`src/rtl/alu_operand_seq.sv`:
```
// alu_operand_seq: debounced switch-driven operand sequencer for the 4-bit ALU
// Captures X, Y and op code on "next" presses; chains the ALU result back into X.
module alu_operand_seq #(
    parameter int WIDTH     = 4,
    parameter int OPW       = 3,
    parameter int DB_CYCLES = 16
) (
    input  logic             clk,
    input  logic             rst,
    input  logic [WIDTH-1:0] sw,
    input  logic [OPW-1:0]   op_sw,
    input  logic             btn_next,
    input  logic             btn_clear,
    input  logic [WIDTH-1:0] result_in,
    output logic [WIDTH-1:0] x,
    output logic [WIDTH-1:0] y,
    output logic [OPW-1:0]   select,
    output logic [1:0]       state_led,
    output logic             exec_valid,
    output logic             exec_pulse,
    output logic [7:0]       exec_count
);
    localparam int CW = $clog2(DB_CYCLES + 1);
    localparam logic [1:0] LOAD_X  = 2'b00;
    localparam logic [1:0] LOAD_Y  = 2'b01;
    localparam logic [1:0] LOAD_OP = 2'b10;
    localparam logic [1:0] EXEC    = 2'b11;
    logic [1:0] raw;
    logic [1:0] strb;
    logic [1:0] state;
    logic       nxt;
    logic       clr;
    assign raw = {btn_clear, btn_next};
    genvar i;
    for (i = 0; i < 2; i++) begin : g_db
        logic          s1;
        logic          s2;
        logic          lvl;
        logic          stb;
        logic [CW-1:0] cnt;
        logic          flip;
        // the strobe is registered on the same edge the level rises, so it is seen one cycle later
        assign flip = (s2 != lvl) && (cnt == CW'(DB_CYCLES - 1));
        always_ff @(posedge clk) begin
            if (rst) begin
                s1  <= 1'b0;
                s2  <= 1'b0;
                lvl <= 1'b0;
                stb <= 1'b0;
                cnt <= '0;
            end else begin
                s1  <= raw[i];
                s2  <= s1;
                cnt <= (s2 == lvl || flip) ? '0 : cnt + CW'(1);
                lvl <= lvl ^ flip;
                stb <= flip && !lvl;
            end
        end
        assign strb[i] = stb;
    end
    assign nxt        = strb[0];
    assign clr        = strb[1];
    assign state_led  = state;
    assign exec_valid = (state == EXEC);
    always_ff @(posedge clk) begin
        if (rst) begin
            state      <= LOAD_X;
            x          <= '0;
            y          <= '0;
            select     <= '0;
            exec_pulse <= 1'b0;
            exec_count <= '0;
        end else begin
            exec_pulse <= 1'b0;
            if (clr) begin
                state  <= LOAD_X;
                x      <= '0;
                y      <= '0;
                select <= '0;
            end else if (nxt) begin
                case (state)
                    LOAD_X: begin
                        x     <= sw;
                        state <= LOAD_Y;
                    end
                    LOAD_Y: begin
                        y     <= sw;
                        state <= LOAD_OP;
                    end
                    LOAD_OP: begin
                        select     <= op_sw;
                        state      <= EXEC;
                        exec_pulse <= 1'b1;
                        exec_count <= (exec_count == 8'hff) ? exec_count : exec_count + 8'd1;
                    end
                    default: begin
                        x     <= result_in;
                        state <= LOAD_Y;
                    end
                endcase
            end
        end
    end
endmodule

```
`config.mk`:
```
export PLATFORM = sky130hd
export DESIGN_NAME = alu_operand_seq
export DESIGN_NICKNAME = d
export VERILOG_FILES = /design/src/rtl/alu_operand_seq.sv
export SDC_FILE = /design/constraint.sdc
export NUM_CORES = 1
export LEC_CHECK = 0
export ABC_CLOCK_PERIOD_IN_PS = 1900
export CAP_MARGIN = 20
export CORE_ASPECT_RATIO = 1.1
export CORE_MARGIN = 5
export CORE_UTILIZATION = 30
export DETAILED_ROUTE_END_ITERATION = 8
export GPL_TIMING_DRIVEN = 0
export HOLD_SLACK_MARGIN = 0.12
export PLACE_DENSITY = 0.51
export SYNTH_ARGS = -nofsm -noshare
export SYNTH_HDL_FRONTEND = slang
export SYNTH_SLANG_ARGS = --single-unit
```
`constraint.sdc`:
```
create_clock -name clk -period 1.9 [get_ports clk]
set_input_delay 0.57 -clock clk [delete_from_list [all_inputs] [get_ports clk]]
set_output_delay 0.57 -clock clk [all_outputs]
set_load 0.02 [all_outputs]
```
=== Word level (Yosys, flattened, before mapping) ===
Cells that the tools add are included.

* Logic and storage cells: 56
* Bits of input ports: 15
* Register bits after elaboration: 40

* Bitwise logic cells: 6
* Add/sub/neg operators: 3
* Reductions and logical operators: 18
* Equality and inequality tests: 10
* Muxes and demuxes: 3

{| class="wikitable"
|+ Operators with widths
! cell !! number
|-
| 5-bit by 1-bit adder with 5-bit output (second input constant) || 2
|-
| 5-bit by 4-bit == test with 1-bit output (second input constant) || 2
|-
| 8-bit by 1-bit adder with 8-bit output (second input constant) || 1
|-
| 8-bit == test (second input constant) || 1
|-
| 4-bit case mux with 2 select lines || 1
|-
| 2-bit OR reduction || 4
|-
| 2-bit AND reduction || 3
|-
| 2-bit == test (second input constant) || 2
|-
| 1-bit logical AND || 4
|-
| 1-bit NOT || 4
|-
| 2-bit case mux with 2 select lines || 1
|-
| 4-bit AND reduction || 1
|-
| 3-bit OR reduction || 1
|-
| 1-bit == test || 2
|-
| 2-bit by 1-bit == test with 1-bit output (second input constant) || 1
|-
| 1-bit logical NOT || 2
|-
| 2-bit logical NOT || 1
|-
| 1-bit logical OR || 2
|-
| 1-bit != test || 2
|-
| 1-bit XOR || 2
|-
| 1-bit 2-to-1 mux || 1
|}

=== Depth between registers and ports, before layout ===
* Depth after elaboration: 4
* Mapped depth: 6
* Depth with buffers taken out: 6

=== Worst setup path before layout ===
No wires, ideal clock.

* Kind: flip-flop to flip-flop
* Start: register state[1] (netlist: state_led[1])
* End: register exec_count[5]
* Library setup time: 0.071 ns
* Buffers on the path: 0
* Cell stages (with the launch flop): 6
* Setup slack: 0.133 ns
* Clock period less this slack: 1.767 ns
* Arrival: 1.696 ns
* Path through: dfxtp_1 > ha_1 > nand3b_2 > a21o_4 > or4_1 > a21oi_1

* Cells in the longest elaborated chain, start to end: 2

{| class="wikitable"
|+ RTL lines
! what !! RTL line !! text
|-
| start, declared || 30 || <nowiki>logic [1:0] state;</nowiki>
|-
| start signal, assigned || 67 || <nowiki>state <= LOAD_X;</nowiki>
|-
| start signal, assigned || 76 || <nowiki>state <= LOAD_X;</nowiki>
|-
| start signal, assigned || 84 || <nowiki>state <= LOAD_Y;</nowiki>
|-
| 2-bit == test || 81 || <nowiki>case (state)</nowiki>
|-
| 4-bit AND reduction (no source line) || n/a ||
|-
| end signal, assigned || 94 || <nowiki>exec_count <= (exec_count == 8'hff) ? exec_count : exec_count + 8'd1;</nowiki>
|-
| end, declared || 21 || <nowiki>output logic [7:0] exec_count</nowiki>
|}

No other way between the ends.
A chain may end at the register's enable or synchronous reset.

=== Worst setup path after layout ===
* Start: register y[1]
* End: output port y[1]

{| class="wikitable"
|+ RTL lines
! what !! RTL line !! text
|-
| start, declared || 16 || <nowiki>output logic [WIDTH-1:0] y,</nowiki>
|-
| start signal, assigned || 87 || <nowiki>y <= sw;</nowiki>
|}

No word-level cell between the ends.

==> key figures <==
Global routing
  • GR Util All Layers: 10.08%
  • Vias in the first global route: 1227
  • Largest net degree at the start of global routing: 13
  • GR Overflow Total: 0
  • Initial antenna violation count: 0
  • First-pass GRT wire length: 5.430 mm

Clock tree
  • Setup Fix Bufs, Post-CTS: 0
  • Total CTS buffers: 5
  • Clock transition at path regs: 80 ps
  • Hold-fix buffers at CTS: 0
  • Clock root cell: clkbuf_8
  • CTS tree: done
  • Clock tree buffer depth: 2
  • Worst-skew pair later-pin latency: 290 ps
  • Resized Gates After CTS: 9
  • H-tree levels: 2
  • TritonCTS Sinks: 40

Placed design
  • Port bufs: 36
  • Inst Count DP: 261
  • Routability Congestion: 0.7203
  • Placement Cell Area: 2024 sq um
  • DP HPWL: 2.534 mm

Final layout
  • Final cell count without fillers: 269
  • Area growth, synth to finish: 34.91%
  • Final Cell Area: 2147 sq um
  • Layout cells sized above 1: 7.583%
  • Final #Nets: 234
  • Antenna diodes: 0

Worst setup path
  • CP bufs+invs: 1
  • Flop2flop setup slack: 150 ps
  • R2r worst-path depth: 6
  • Crit-path max FO: 2
  • Critical Path Max Stage Delay: 610 ps
  • Slowest cell on crit path: clkdlybuf4s50_1
  • Crit end category: output port
  • CP Launch Point: y[1]
  • R2R Path End: exec_count[5]
  • Crit path max-delay family: buffers and inverters
  • Worst EP required: 1330 ps
  • WP data arrival: 1240 ps
  • Setup Crit Path Kind: reg2out
  • CP Launch Type: flip-flop
  • Crit-path cells: clkdlybuf4s50_1
  • Worst r2r src: state_led[0]

Power and ir drop
  • Pwr Total: 1.641 mW
  • Clock network fraction of design power: 45.2%
  • Leakage power: 0.8703 nW
  • P_sw: 0.3021 mW
  • Sw Ratio: 18.41%
  • Flop pwr share: 51.5%
  • VDD IR max: 0.0003173 V
  • Power per cell area: 764.3 nW/um^2
  • Pint: 1.339 mW
  • Combinational share of power: 3.3%

STA
  • Period utilization: 95.21%
  • Max Clock Skew: 5.335 ps
  • Worst slew margin: 63.16%
  • Final setup vio count: 0
  • RSZ-0062 raised after global routing: no
  • Post-layout min period: 1809 ps
  • Worst-margin pin slew: 538.7 ps
  • Fmax: 0.5528 GHz
  • Final Hold Fails: 0
  • WHS: 437.8 ps
  • Final setup TNS: 0 ps
  • Slew Viols, Final: 0

Synthesis
  • Synthesized area per cell: 9.530 sq um
  • Sequential share of the synthesized area: 50.31%
  • Synth area leaders: dfxtp_1, ha_1, nor2_1, mux2i_1, xnor2_1
  • Synth cell types: 31
  • Synth top area share: 50.31%
  • Yosys warns: 0
  • Synth area leader: dfxtp_1
  • Syn_nets: 191
  • Synth Flop Type: dfxtp_1
  • Number of synthesized flops with an enable pin: 0
  • Synth Cell Area: 1592 sq um
  • Count leader, synth: dfxtp_1
  • Flops & latches, synth: 40
  • Cells after Synth: 167
  • Commonest cells in the synthesized netlist: dfxtp_1, nor2_1, nand2_1, nand3_1, a21oi_1
  • Synth async-reset ratio: 0%

Route
  • Iteration-0 DRC Markers: 31
  • Wirelength, routed: 3.201 mm
  • Drt first pass iters: 3
  • DRC violations left: 0
  • Vias per cell: 4.706
  • Detailed-route via count: 1266
  • ANT nets after route: 0
  • Wire length per cell: 11.90 um

Outcome
  • Status: finished clean

Min path
  • Worst Hold Class: reg2reg
  • Hold path depth: 1
  • Hold endpoint: g_db[0].s2
  • HP Start: g_db[0].s1

Floorplan
  • Core area: 5067 sq um
  • Die area: 6863 sq um
  • Chip Width: 79.45 um
  • Die height: 86.39 um
  • Initial Utilization: 31.41%
  • I/O pin cnt: 38
  • Row count: 27

Flow run
  • Max-cap viol count: 0
-- registers in the layout (all words and copies together) (netlist names), named ones only --
register / flops
exec_count: 8
clr: 1
exec_pulse: 1
g_db.cnt: 10
y: 4
x: 4
g_db.stb: 1
g_db.s1: 2
g_db.s2: 2
select: 3
state_led: 2
-- metal layers --
metal / wire [um] / track usage (%) / vias to the layer above / part of all wire, %
met5: 0 / 0 / - / 0
met2: 1514 / 16.48 / 34 / 47
met1: 1423 / 11.17 / 580 / 44
met3: 239 / 4.470 / 2 / 7.5
li1: - / - / 650 / -
met4: 23 / 4.688 / 0 / 0.72
-- worst max-delay path by stage --
stage | end | slack [ps] | depth (start not counted)
finish | y[1] | 90 | 1
global route | exec_count[5] | 30 | 6
CTS | exec_count[1] | 10 | 1
detailed placement | x[1] | 80 | 6
global placement | exec_count[5] | 100 | 6
floorplan | exec_count[5] | 130 | 5
-- final cells by class --
type | count | area [sq um]
multi-input combinational | 114 | 743.2
fill | 496 | 2920
clock buffer | 7 | 96.34
tap | 58 | 72.57
inverter | 8 | 30.03
sequential | 40 | 800.8
clock inverter | 1 | 30.03
timing repair buffer | 36 | 354.1
buffer | 5 | 20.02
-- power groups by stage --
stage | Combinational, mW | Sequential, mW | Clock, mW
finish | 0.0539 | 0.845 | 0.742
global route | 0.0595 | 0.846 | 0.811
CTS | 0.0548 | 0.845 | 0.774
detailed placement | 0.0542 | 0.865 | 0
global placement | 0.0541 | 0.865 | 0
floorplan | 0.0200 | 0.865 | 0
-- cell usage in the layout, fill, tap and decap left out --
cell type / n
dfxtp_1: 40
a21oi_1: 10
nand2_1: 15
dlymetal6s2s_1: 2
ha_1: 8
nor4b_1: 1
buf_1: 1
bufinv_16: 1
clkbuf_1: 3
xor2_1: 3
a21o_4: 1
buf_2: 1
clkbuf_8: 7
inv_1: 8
ha_2: 1
clkdlybuf4s50_1: 25
o31ai_1: 2
or4_2: 1
or3_1: 2
or2_2: 1
o21ai_0: 6
a211oi_1: 1
dlygate4sd2_1: 9
nor2_1: 20
nor2b_1: 5
o21a_1: 1
xnor2_1: 7
mux2i_1: 7
and4_4: 1
nand3_1: 11
nand3b_2: 1
nor4bb_1: 2
or3_2: 1
nand2b_1: 1
a2111oi_0: 1
and3_1: 3
or4_1: 1
-- cell families after synthesis --
kind of cell,count (synthesis),share of synthesized area [%]
mux,7,4.403
simple gates,66,21.15
flops,40,50.31
buf+inv,13,3.144
compound gates,22,8.412
xor+xnor,10,5.504
fa+ha+maj,9,7.076
-- through the flow --
stage | worst slack, ps | util [%]
floorplan | 133.4 | -
global placement | 101.3 | 39.95
detailed placement | 77.53 | 39.95
CTS | 12.26 | 42.22
global route | 26.55 | 42.37
finish | 91.10 | 42.37
No activity file was read; power rests on OpenSTA's default activity.
